**src/rtl/ula_gray_pkg.sv**
```systemverilog
// Shared constants for the gray tick decoder: default code width and FSM state encoding.
package ula_gray_pkg;

    localparam int unsigned GRAY_WIDTH_DEFAULT = 8;

    typedef enum logic [1:0] {
        ST_EMPTY = 2'd0,
        ST_PRIME = 2'd1,
        ST_RUN   = 2'd2
    } state_t;

endpackage

```
**src/rtl/gray_to_bin.sv**
```systemverilog
// Combinational gray-to-binary decode: each binary bit is the XOR of all gray bits at or above it.
module gray_to_bin
    import ula_gray_pkg::*;
#(
    parameter int unsigned WIDTH = GRAY_WIDTH_DEFAULT
) (
    input  logic [WIDTH-1:0] gray,
    output logic [WIDTH-1:0] bin
);

    // XOR-ing successively shifted copies gives the prefix-XOR from the MSB down.
    always_comb begin
        bin = gray;
        for (int unsigned k = 1; k < WIDTH; k++) begin
            bin = bin ^ (gray >> k);
        end
    end

endmodule

```
**src/rtl/gray_tick_decoder.sv**
```systemverilog
// Samples an upstream gray count, registers its binary value and flags +1 steps, wraps, matches and illegal jumps.
// Optional macro GRAY_TICK_SYNC_EN adds a two-flop synchronizer ahead of the sample register.
module gray_tick_decoder
    import ula_gray_pkg::*;
#(
    parameter int unsigned WIDTH = GRAY_WIDTH_DEFAULT
) (
    input  logic             clk,
    input  logic             rst,
    input  logic [WIDTH-1:0] gray_in,
    input  logic [WIDTH-1:0] match_val,
    input  logic             err_clr,
    output logic [WIDTH-1:0] bin_out,
    output logic             bin_valid,
    output logic             step,
    output logic             wrap,
    output logic             match,
    output logic             err
);

    state_t           state_q, state_d;
    logic [WIDTH-1:0] g_s_q, g_s_d;
    logic [WIDTH-1:0] bin_q, bin_d;
    logic [WIDTH-1:0] dec, bin_inc;
    logic [WIDTH-1:0] g_src;
    logic             valid_q, valid_d;
    logic             step_q, step_d;
    logic             wrap_q, wrap_d;
    logic             match_q, match_d;
    logic             err_q, err_d;
    logic             fill_done;

`ifdef GRAY_TICK_SYNC_EN
    logic [WIDTH-1:0] sync1_q, sync1_d;
    logic [WIDTH-1:0] sync2_q, sync2_d;
    logic [1:0]       fill_q, fill_d;

    // g_s only holds a real sample once both synchronizer stages have been loaded.
    always_comb begin
        sync1_d = gray_in;
        sync2_d = sync1_q;
        fill_d  = fill_q;
        if (fill_q != 2'd2) fill_d = fill_q + 2'd1;
    end

    always_ff @(posedge clk or posedge rst) begin
        if (rst) begin
            sync1_q <= '0;
            sync2_q <= '0;
            fill_q  <= '0;
        end else begin
            sync1_q <= sync1_d;
            sync2_q <= sync2_d;
            fill_q  <= fill_d;
        end
    end

    assign g_src     = sync2_q;
    assign fill_done = (fill_q == 2'd2);
`else
    assign g_src     = gray_in;
    assign fill_done = 1'b1;
`endif

    gray_to_bin #(.WIDTH(WIDTH)) u_dec (
        .gray (g_s_q),
        .bin  (dec)
    );

    assign bin_inc = bin_q + 1'b1;

    always_comb begin
        g_s_d   = g_src;
        state_d = state_q;
        bin_d   = bin_q;
        valid_d = valid_q;
        step_d  = 1'b0;
        wrap_d  = 1'b0;
        match_d = 1'b0;
        err_d   = err_q;
        if (err_clr) err_d = 1'b0;
        case (state_q)
            ST_EMPTY: begin
                if (fill_done) state_d = ST_PRIME;
            end
            ST_PRIME: begin
                bin_d   = dec;
                valid_d = 1'b1;
                state_d = ST_RUN;
            end
            ST_RUN: begin
                bin_d = dec;
                // An illegal jump still loads dec, so it becomes the new reference.
                if (dec == bin_inc) begin
                    step_d  = 1'b1;
                    wrap_d  = (bin_q == '1);
                    match_d = (dec == match_val);
                end else if (dec != bin_q) begin
                    err_d = 1'b1;
                end
            end
            default: state_d = ST_EMPTY;
        endcase
    end

    always_ff @(posedge clk or posedge rst) begin
        if (rst) begin
            state_q <= ST_EMPTY;
            g_s_q   <= '0;
            bin_q   <= '0;
            valid_q <= 1'b0;
            step_q  <= 1'b0;
            wrap_q  <= 1'b0;
            match_q <= 1'b0;
            err_q   <= 1'b0;
        end else begin
            state_q <= state_d;
            g_s_q   <= g_s_d;
            bin_q   <= bin_d;
            valid_q <= valid_d;
            step_q  <= step_d;
            wrap_q  <= wrap_d;
            match_q <= match_d;
            err_q   <= err_d;
        end
    end

    assign bin_out   = bin_q;
    assign bin_valid = valid_q;
    assign step      = step_q;
    assign wrap      = wrap_q;
    assign match     = match_q;
    assign err       = err_q;

endmodule
```
**config.mk**
```make
export PLATFORM = sky130hd
export DESIGN_NAME = gray_tick_decoder
export DESIGN_NICKNAME = d
export VERILOG_FILES = /design/src/rtl/ula_gray_pkg.sv /design/src/rtl/gray_to_bin.sv /design/src/rtl/gray_tick_decoder.sv
export SDC_FILE = /design/constraint.sdc
export NUM_CORES = 1
export LEC_CHECK = 0
export ABC_CLOCK_PERIOD_IN_PS = 3700
export CAP_MARGIN = 20
export CORE_AREA = 2 2 54 56
export DETAILED_ROUTE_END_ITERATION = 8
export DIE_AREA = 0 0 56 58
export PLACE_DENSITY = 0.81
export SLEW_MARGIN = 20
export SYNTH_ARGS = -nofsm -noshare
export SYNTH_HDL_FRONTEND = slang
export SYNTH_HIERARCHICAL = 1
export SYNTH_SLANG_ARGS = --single-unit
```
**constraint.sdc**
```tcl
create_clock -name clk -period 3.7 [get_ports clk]
set_input_delay 1.11 -clock clk [delete_from_list [all_inputs] [get_ports clk]]
set_output_delay 1.11 -clock clk [all_outputs]
set_load 0.01 [all_outputs]
```
==> run_results.csv, run 1 <==
group,metric,value,unit
status,status,"finished, final reports clean",
sta,final.min_clock_period,2.73,ns
layout,final_nets,162,
power_and_ir_drop,power,745,uW
yosys,ys_types,27,
route,totalWireLength,2460,um
grt,grt_overflow_total,0,
place,portBuffers,31,
worst_setup_path,cp-endpoint,"err",
route,viasPerCell,5.21,
yosys,synth_top_area_share,43.2,%
sta,finalSetupTns,0,ns
die,row_count,19,
worst_setup_path,critPathArrivalTime,2.93,ns
place,gp_congestion,0.909,
sta,finalHoldViolCount,0,
clock_tree,cts.path.max_buffers,2,
layout,final_common_cell,"clkdlybuf4s50_1",
sta,skew,0.00281,ns
worst_hold_path,hold_path.startpoint,"bin_valid",
layout,n_fill_cell,215,
yosys,synth_largest_area_cell,"dfrtp_1",
yosys,yosys-top-cells-area,"dfrtp_1, xnor2_1, mux2_2, xnor3_1, ha_1",
sta,worst_pin_slew,0.853,ns
place,dp_hpwl,1950,um
layout,post-route-util,63.3,%
power_and_ir_drop,peakVddDrop,0.000421,V
clock_tree,clk_latency,0.29,ns
die,die-area,3250,um2
route,wl_per_cell,14.7,um
grt,grtUsageMet2,29.2,%
grt,grt_max_degree,24,
layout,drive_gt1_share,16.1,%
worst_setup_path,r2r_end,"err",
layout,final_cell_mix,"clkdlybuf4s50_1, dfrtp_1, xnor2_1",
yosys,yosysSeqAreaShare,43.2,%
worst_setup_path,r2r_start,"g_s_q[7]",
sta,relSlewSlack,43.1,%
grt,first_global_vias,930,
grt,met3_usage,2.90,%
grt,antenna_found_initial,0,
power_and_ir_drop,p_switching,254,uW
power_and_ir_drop,power.clock.fraction,14.7,%
route,drt_iter0_markers,17,
worst_setup_path,crit_required,3.90,ns
worst_setup_path,path_class,"reg2reg",
layout,seq_area,576,um2
yosys,syn_nets,130,
place,pre_cts_slack,1.02,ns
worst_setup_path,r2r_setup_slack,0.97,ns
die,io_pins,32,
worst_setup_path,start_kind,"flop",
layout,syn_to_final_growth,26.7,%
clock_tree,clk_pin_slew_worst_paths,0.12,ns
clock_tree,numCtsBuffers,3,
power_and_ir_drop,p_int,491,uW
route,vias,876,
grt,grt_use_total,16.8,%
layout,diodes,0,
route,ant_nets,0,
sta,fin_crit_sh,73.8,%
power_and_ir_drop,seqPwrFrac,42.7,%
yosys,synthesis.area,1330,um2
die,core,2660,um2
layout,multi_input_area,713,um2
yosys,ys_warn_count,6,
sta,finalHoldWorstSlack,0.490,ns
worst_setup_path,endpoint_kind,"flop",
clock_tree,post-cts-setup-buffers,0,
clock_tree,clock_sinks,23,
worst_setup_path,crit_start,"g_s_q[7]",
yosys,ys_seq_elements,23,
worst_hold_path,hp-class,"reg2reg",
yosys,synthCells,106,
sta,rsz0062_at_grt,"false",
grt,grt_pass1_wl,4250,um
clock_tree,ctsHtreeMaxLevel,1,
power_and_ir_drop,p_per_area,442,nW/um2
route,first_pass_iters,3,
worst_setup_path,cp_max_fo,5,
sta,setup_viol_count_final,0,
power_and_ir_drop,p_leak,0.720,nW
clock_tree,hold_buffers,0,
clock_tree,root_buffer,"clkbuf_4",
die,dieHeight,58,um
sta,final_max_slew_viol_count,0,
sta,fmax,366,MHz
route,drc,0,
power_and_ir_drop,swShare,34.1,%
grt,grt.busiest_layer,"met2",
clock_tree,cts_resized,0,
die,fp.dieW,56,um
run,cap_violations,0,
clock_tree,tritoncts,"yes",
die,start_util,50.0,%
grt,met1_usage,21.5,%
power_and_ir_drop,comb_power_share,42.6,%
sta,setup_slack,0.971,ns
worst_setup_path,r2r_cells,7,
yosys,synth.avg_cell_area,12.6,um2
==> logic make-up after synthesis <==
family	count (synthesis)	share of synthesized area, %
mux	11	9.21
compound gates	6	4.13
xor+xnor	30	26.3
buf+inv	10	3.20
flops	23	43.2
simple gates	21	9.21
fa+ha+maj	5	4.70
==> synthesized netlist by cell type, drive strengths merged <==
cell	count
xnor2	19
nor4b	1
or3	1
nor2	6
a2111oi	1
o2111ai	1
nand3	3
inv	6
a22o	1
ha	5
clkbuf	3
nand2	2
xnor3	6
nand4	5
xor2	5
a21oi	1
mux2	10
mux2i	1
dfrtp	23
o21ai	2
nor4	2
buf	1
or2	1
==> metrics by stage <==
stage	cells	instance area [um2]
3_5_place_dp	164	1660
4_1_cts	168	1690
6_report	168	1690
2_1_floorplan	106	1330
5_1_grt	168	1690
3_3_place_gp	164	1660
==> power groups by stage <==
| stage | Sequential, mW | Combinational, mW | Clock (mW) |
|---|---|---|---|
| 2_1_floorplan | 0.319 | 0.219 | 0 |
| 3_3_place_gp | 0.322 | 0.316 | 0 |
| 3_5_place_dp | 0.323 | 0.316 | 0 |
| 5_1_grt | 0.325 | 0.340 | 0.128 |
| 6_report | 0.318 | 0.317 | 0.109 |
| 4_1_cts | 0.318 | 0.318 | 0.120 |
==> critical path: stages (launching register included) <==
cell and delay (ns):
dfrtp_1 0.49, xnor3_2 0.54, xnor3_4 0.38, xnor2_1 0.25
xor2_1 0.12, a2111oi_2 0.33, o2111ai_2 0.25, a22o_2 0.27
==> registers in the layout, summed over array words and instances, names as in the netlist <==
signal,count
bin_out,8
wrap,1
state_q,2
g_s_q,8
bin_valid,1
err,1
step,1
match,1
==> worst min path at each step <==
stage | endpoint | cells past startpoint | slack (ns)
floorplan | state_q[1] | 1 | 0.51
finish | bin_valid | 1 | 0.49
global placement | bin_valid | 1 | 0.45
CTS | bin_valid | 1 | 0.49
detailed placement | bin_valid | 1 | 0.46
global route | bin_valid | 1 | 0.51
==> routing by layer <==
layer	part of all wire, %	up-vias
met5	0	-
met1	45	430
met2	50	17
met4	1.8	0
met3	3.0	4
li1	-	425
==> cell type report <==
class,count,area share (%)
Inverter,6,1.34
Tap cell,31,2.30
Clock buffer,4,1.56
Timing Repair Buffer,31,18.4
Multi-Input combinational cell,73,42.3
Sequential cell,23,34.1
(Power assumes the default switching activity.)
==> run 2, diff against run 1 <==
- ABC_CLOCK_PERIOD_IN_PS: 3700 -> 2480
- CORE_AREA: 2 2 54 56 -> 2 2 42 83
- DIE_AREA: 0 0 56 58 -> 0 0 44 85
- PLACE_DENSITY: 0.81 -> 0.73
- clock period: 3.7 -> 2.48 ns (I/O delays scaled with it)
==> run 2 against run 1 <==
Effect of this change: critical path depth grew 2; sequential power increased by 49%; final cell count is 9.5% higher; clock power up 120%; sequential share of layout area fell by 3.1 points; clock skew increased by 0.0021 ns; wire length grew 16%; non-clock buffer count is 16 higher; clock-buffer cell count unchanged; sequential cell count unchanged; critical path type unchanged; largest cell class unchanged.
==> run_results.csv, run 2 (synthesis results as in run 1) <==
group,metric,value,unit
worst_setup_path,r2r_cells,9,
clock_tree,clock_sinks,23,
sta,finalHoldViolCount,0,
sta,fin_crit_sh,95.6,%
power_and_ir_drop,p_switching,438,uW
grt,first_global_vias,1071,
die,start_util,42.7,%
place,postPlaceCellArea,1750,um2
power_and_ir_drop,swShare,33.5,%
status,status,"finished, final reports clean",
worst_setup_path,start_kind,"flop",
layout,diodes,0,
route,first_pass_iters,4,
die,fp.dieW,44,um
power_and_ir_drop,p_leak,0.819,nW
layout,final_common_cell,"clkdlybuf4s50_1",
sta,skew,0.00488,ns
power_and_ir_drop,comb_power_share,45.7,%
worst_setup_path,cp_max_fo,5,
worst_setup_path,path_class,"reg2reg",
grt,grt_pass1_wl,4750,um
worst_hold_path,holdPathStages,1,
sta,fmax,422,MHz
route,viasPerCell,5.27,
die,core,3120,um2
clock_tree,clk_latency,0.27,ns
power_and_ir_drop,power,1.31,mW
sta,worst_pin_slew,0.393,ns
grt,grt_max_degree,24,
sta,setup_viol_count_final,0,
worst_setup_path,critPathArrivalTime,2.54,ns
grt,grt_use_total,17.3,%
layout,final_nets,178,
layout,fin_area,1860,um2
sta,setup_slack,0.110,ns
worst_setup_path,r2r_start,"g_s_q[6]",
layout,n_fill_cell,256,
die,io_pins,32,
worst_setup_path,r2r_end,"err",
place,gp_congestion,0.827,
place,dp_hpwl,2280,um
layout,multi_input_area,743,um2
worst_hold_path,whs_endpoint,"bin_valid",
route,drt_iter0_markers,26,
grt,antenna_found_initial,0,
sta,final.min_clock_period,2.37,ns
power_and_ir_drop,seqPwrFrac,36.2,%
sta,relSlewSlack,73.8,%
clock_tree,numCtsBuffers,3,
sta,finalHoldWorstSlack,0.486,ns
clock_tree,clk_pin_slew_worst_paths,0.08,ns
power_and_ir_drop,p_per_area,704,nW/um2
clock_tree,hold_buffers,0,
clock_tree,cts.path.max_buffers,2,
die,die-area,3740,um2
run,cap_violations,0,
route,drc,0,
route,ant_nets,0,
power_and_ir_drop,p_int,869,uW
clock_tree,ctsHtreeMaxLevel,1,
clock_tree,root_buffer,"clkbuf_8",
route,totalWireLength,2860,um
power_and_ir_drop,peakVddDrop,0.000570,V
worst_hold_path,hold_path.startpoint,"bin_valid",
layout,drive_gt1_share,28.1,%
route,wl_per_cell,15.5,um
sta,final_max_slew_viol_count,0,
die,dieHeight,85,um
layout,seq_area,576,um2
worst_setup_path,endpoint_kind,"flop",
die,row_count,29,
layout,post-route-util,59.5,%
worst_hold_path,hp-class,"reg2reg",
worst_setup_path,r2r_setup_slack,0.11,ns
grt,grt_overflow_total,0,
place,portBuffers,31,
place,pre_cts_slack,-0.0170,ns
clock_tree,tritoncts,"yes",
layout,final_cell_mix,"clkdlybuf4s50_1, dfrtp_1, xnor2_1",
layout,syn_to_final_growth,39.4,%
power_and_ir_drop,power.clock.fraction,18.1,%
worst_setup_path,crit_required,2.65,ns
route,vias,969,
[run 2: changes by cell type in the layout (fill, tap and decap cells not counted), sizes merged]
cell and change:
buf +16
[run 2: cell type report]
cell class / count / area share [%]
tap: 31 / 2.09
inverter: 6 / 1.21
sequential: 23 / 31.0
timing repair buffer: 47 / 23.2
multi-input combinational: 73 / 40.1
clock buffer: 4 / 2.43
[run 2: routing by layer]
layer	global-route usage (%)	share of wire (%)	up-vias
met4	10.2	4.3	0
met3	2.77	4.3	9
met1	18.5	35	473
li1	-	-	458
met5	0	0	-
met2	30.1	56	29
[run 2: power by group through the flow]
stage	clock network [mW]	registers, mW	logic, mW
3_5_place_dp	0	0.478	0.549
2_1_floorplan	0	0.475	0.327
4_1_cts	0.242	0.472	0.559
6_report	0.237	0.473	0.597
5_1_grt	0.257	0.482	0.644
3_3_place_gp	0	0.475	0.535
[run 2: repair_timing]
action	4_1_cts	5_1_grt
pin swaps	0	11
endpoints found under the setup margin	2	3
resized for setup	2	4
setup buffers	0	4
[run 2: worst max-delay path: stages (launching register included)]
cell and delay (ns):
dfrtp_1 0.36, xnor3_2 0.44, buf_4 0.17, inv_2 0.05, xnor3_2 0.32, xnor2_2 0.20, o21ai_1 0.09, a21oi_1 0.17
o2111ai_2 0.21, a22o_2 0.25
[run 2: worst max-delay path by stage]
stage / from / to / slack [ns]
4_1_cts: g_s_q[7] / match / 0.02
3_3_place_gp: g_s_q[7] / err / 0.06
5_1_grt: g_s_q[6] / err / -0.02
6_report: g_s_q[6] / err / 0.11
2_1_floorplan: g_s_q[7] / err / 0.06
3_5_place_dp: g_s_q[7] / match / -0.02
[run 2: metrics by stage]
step / setup TNS [ns] / std cells
2_1_floorplan: 0 / 106
3_3_place_gp: 0 / 176
3_5_place_dp: -0.0170 / 176
4_1_cts: 0 / 180
5_1_grt: -0.0240 / 184
6_report: 0 / 184
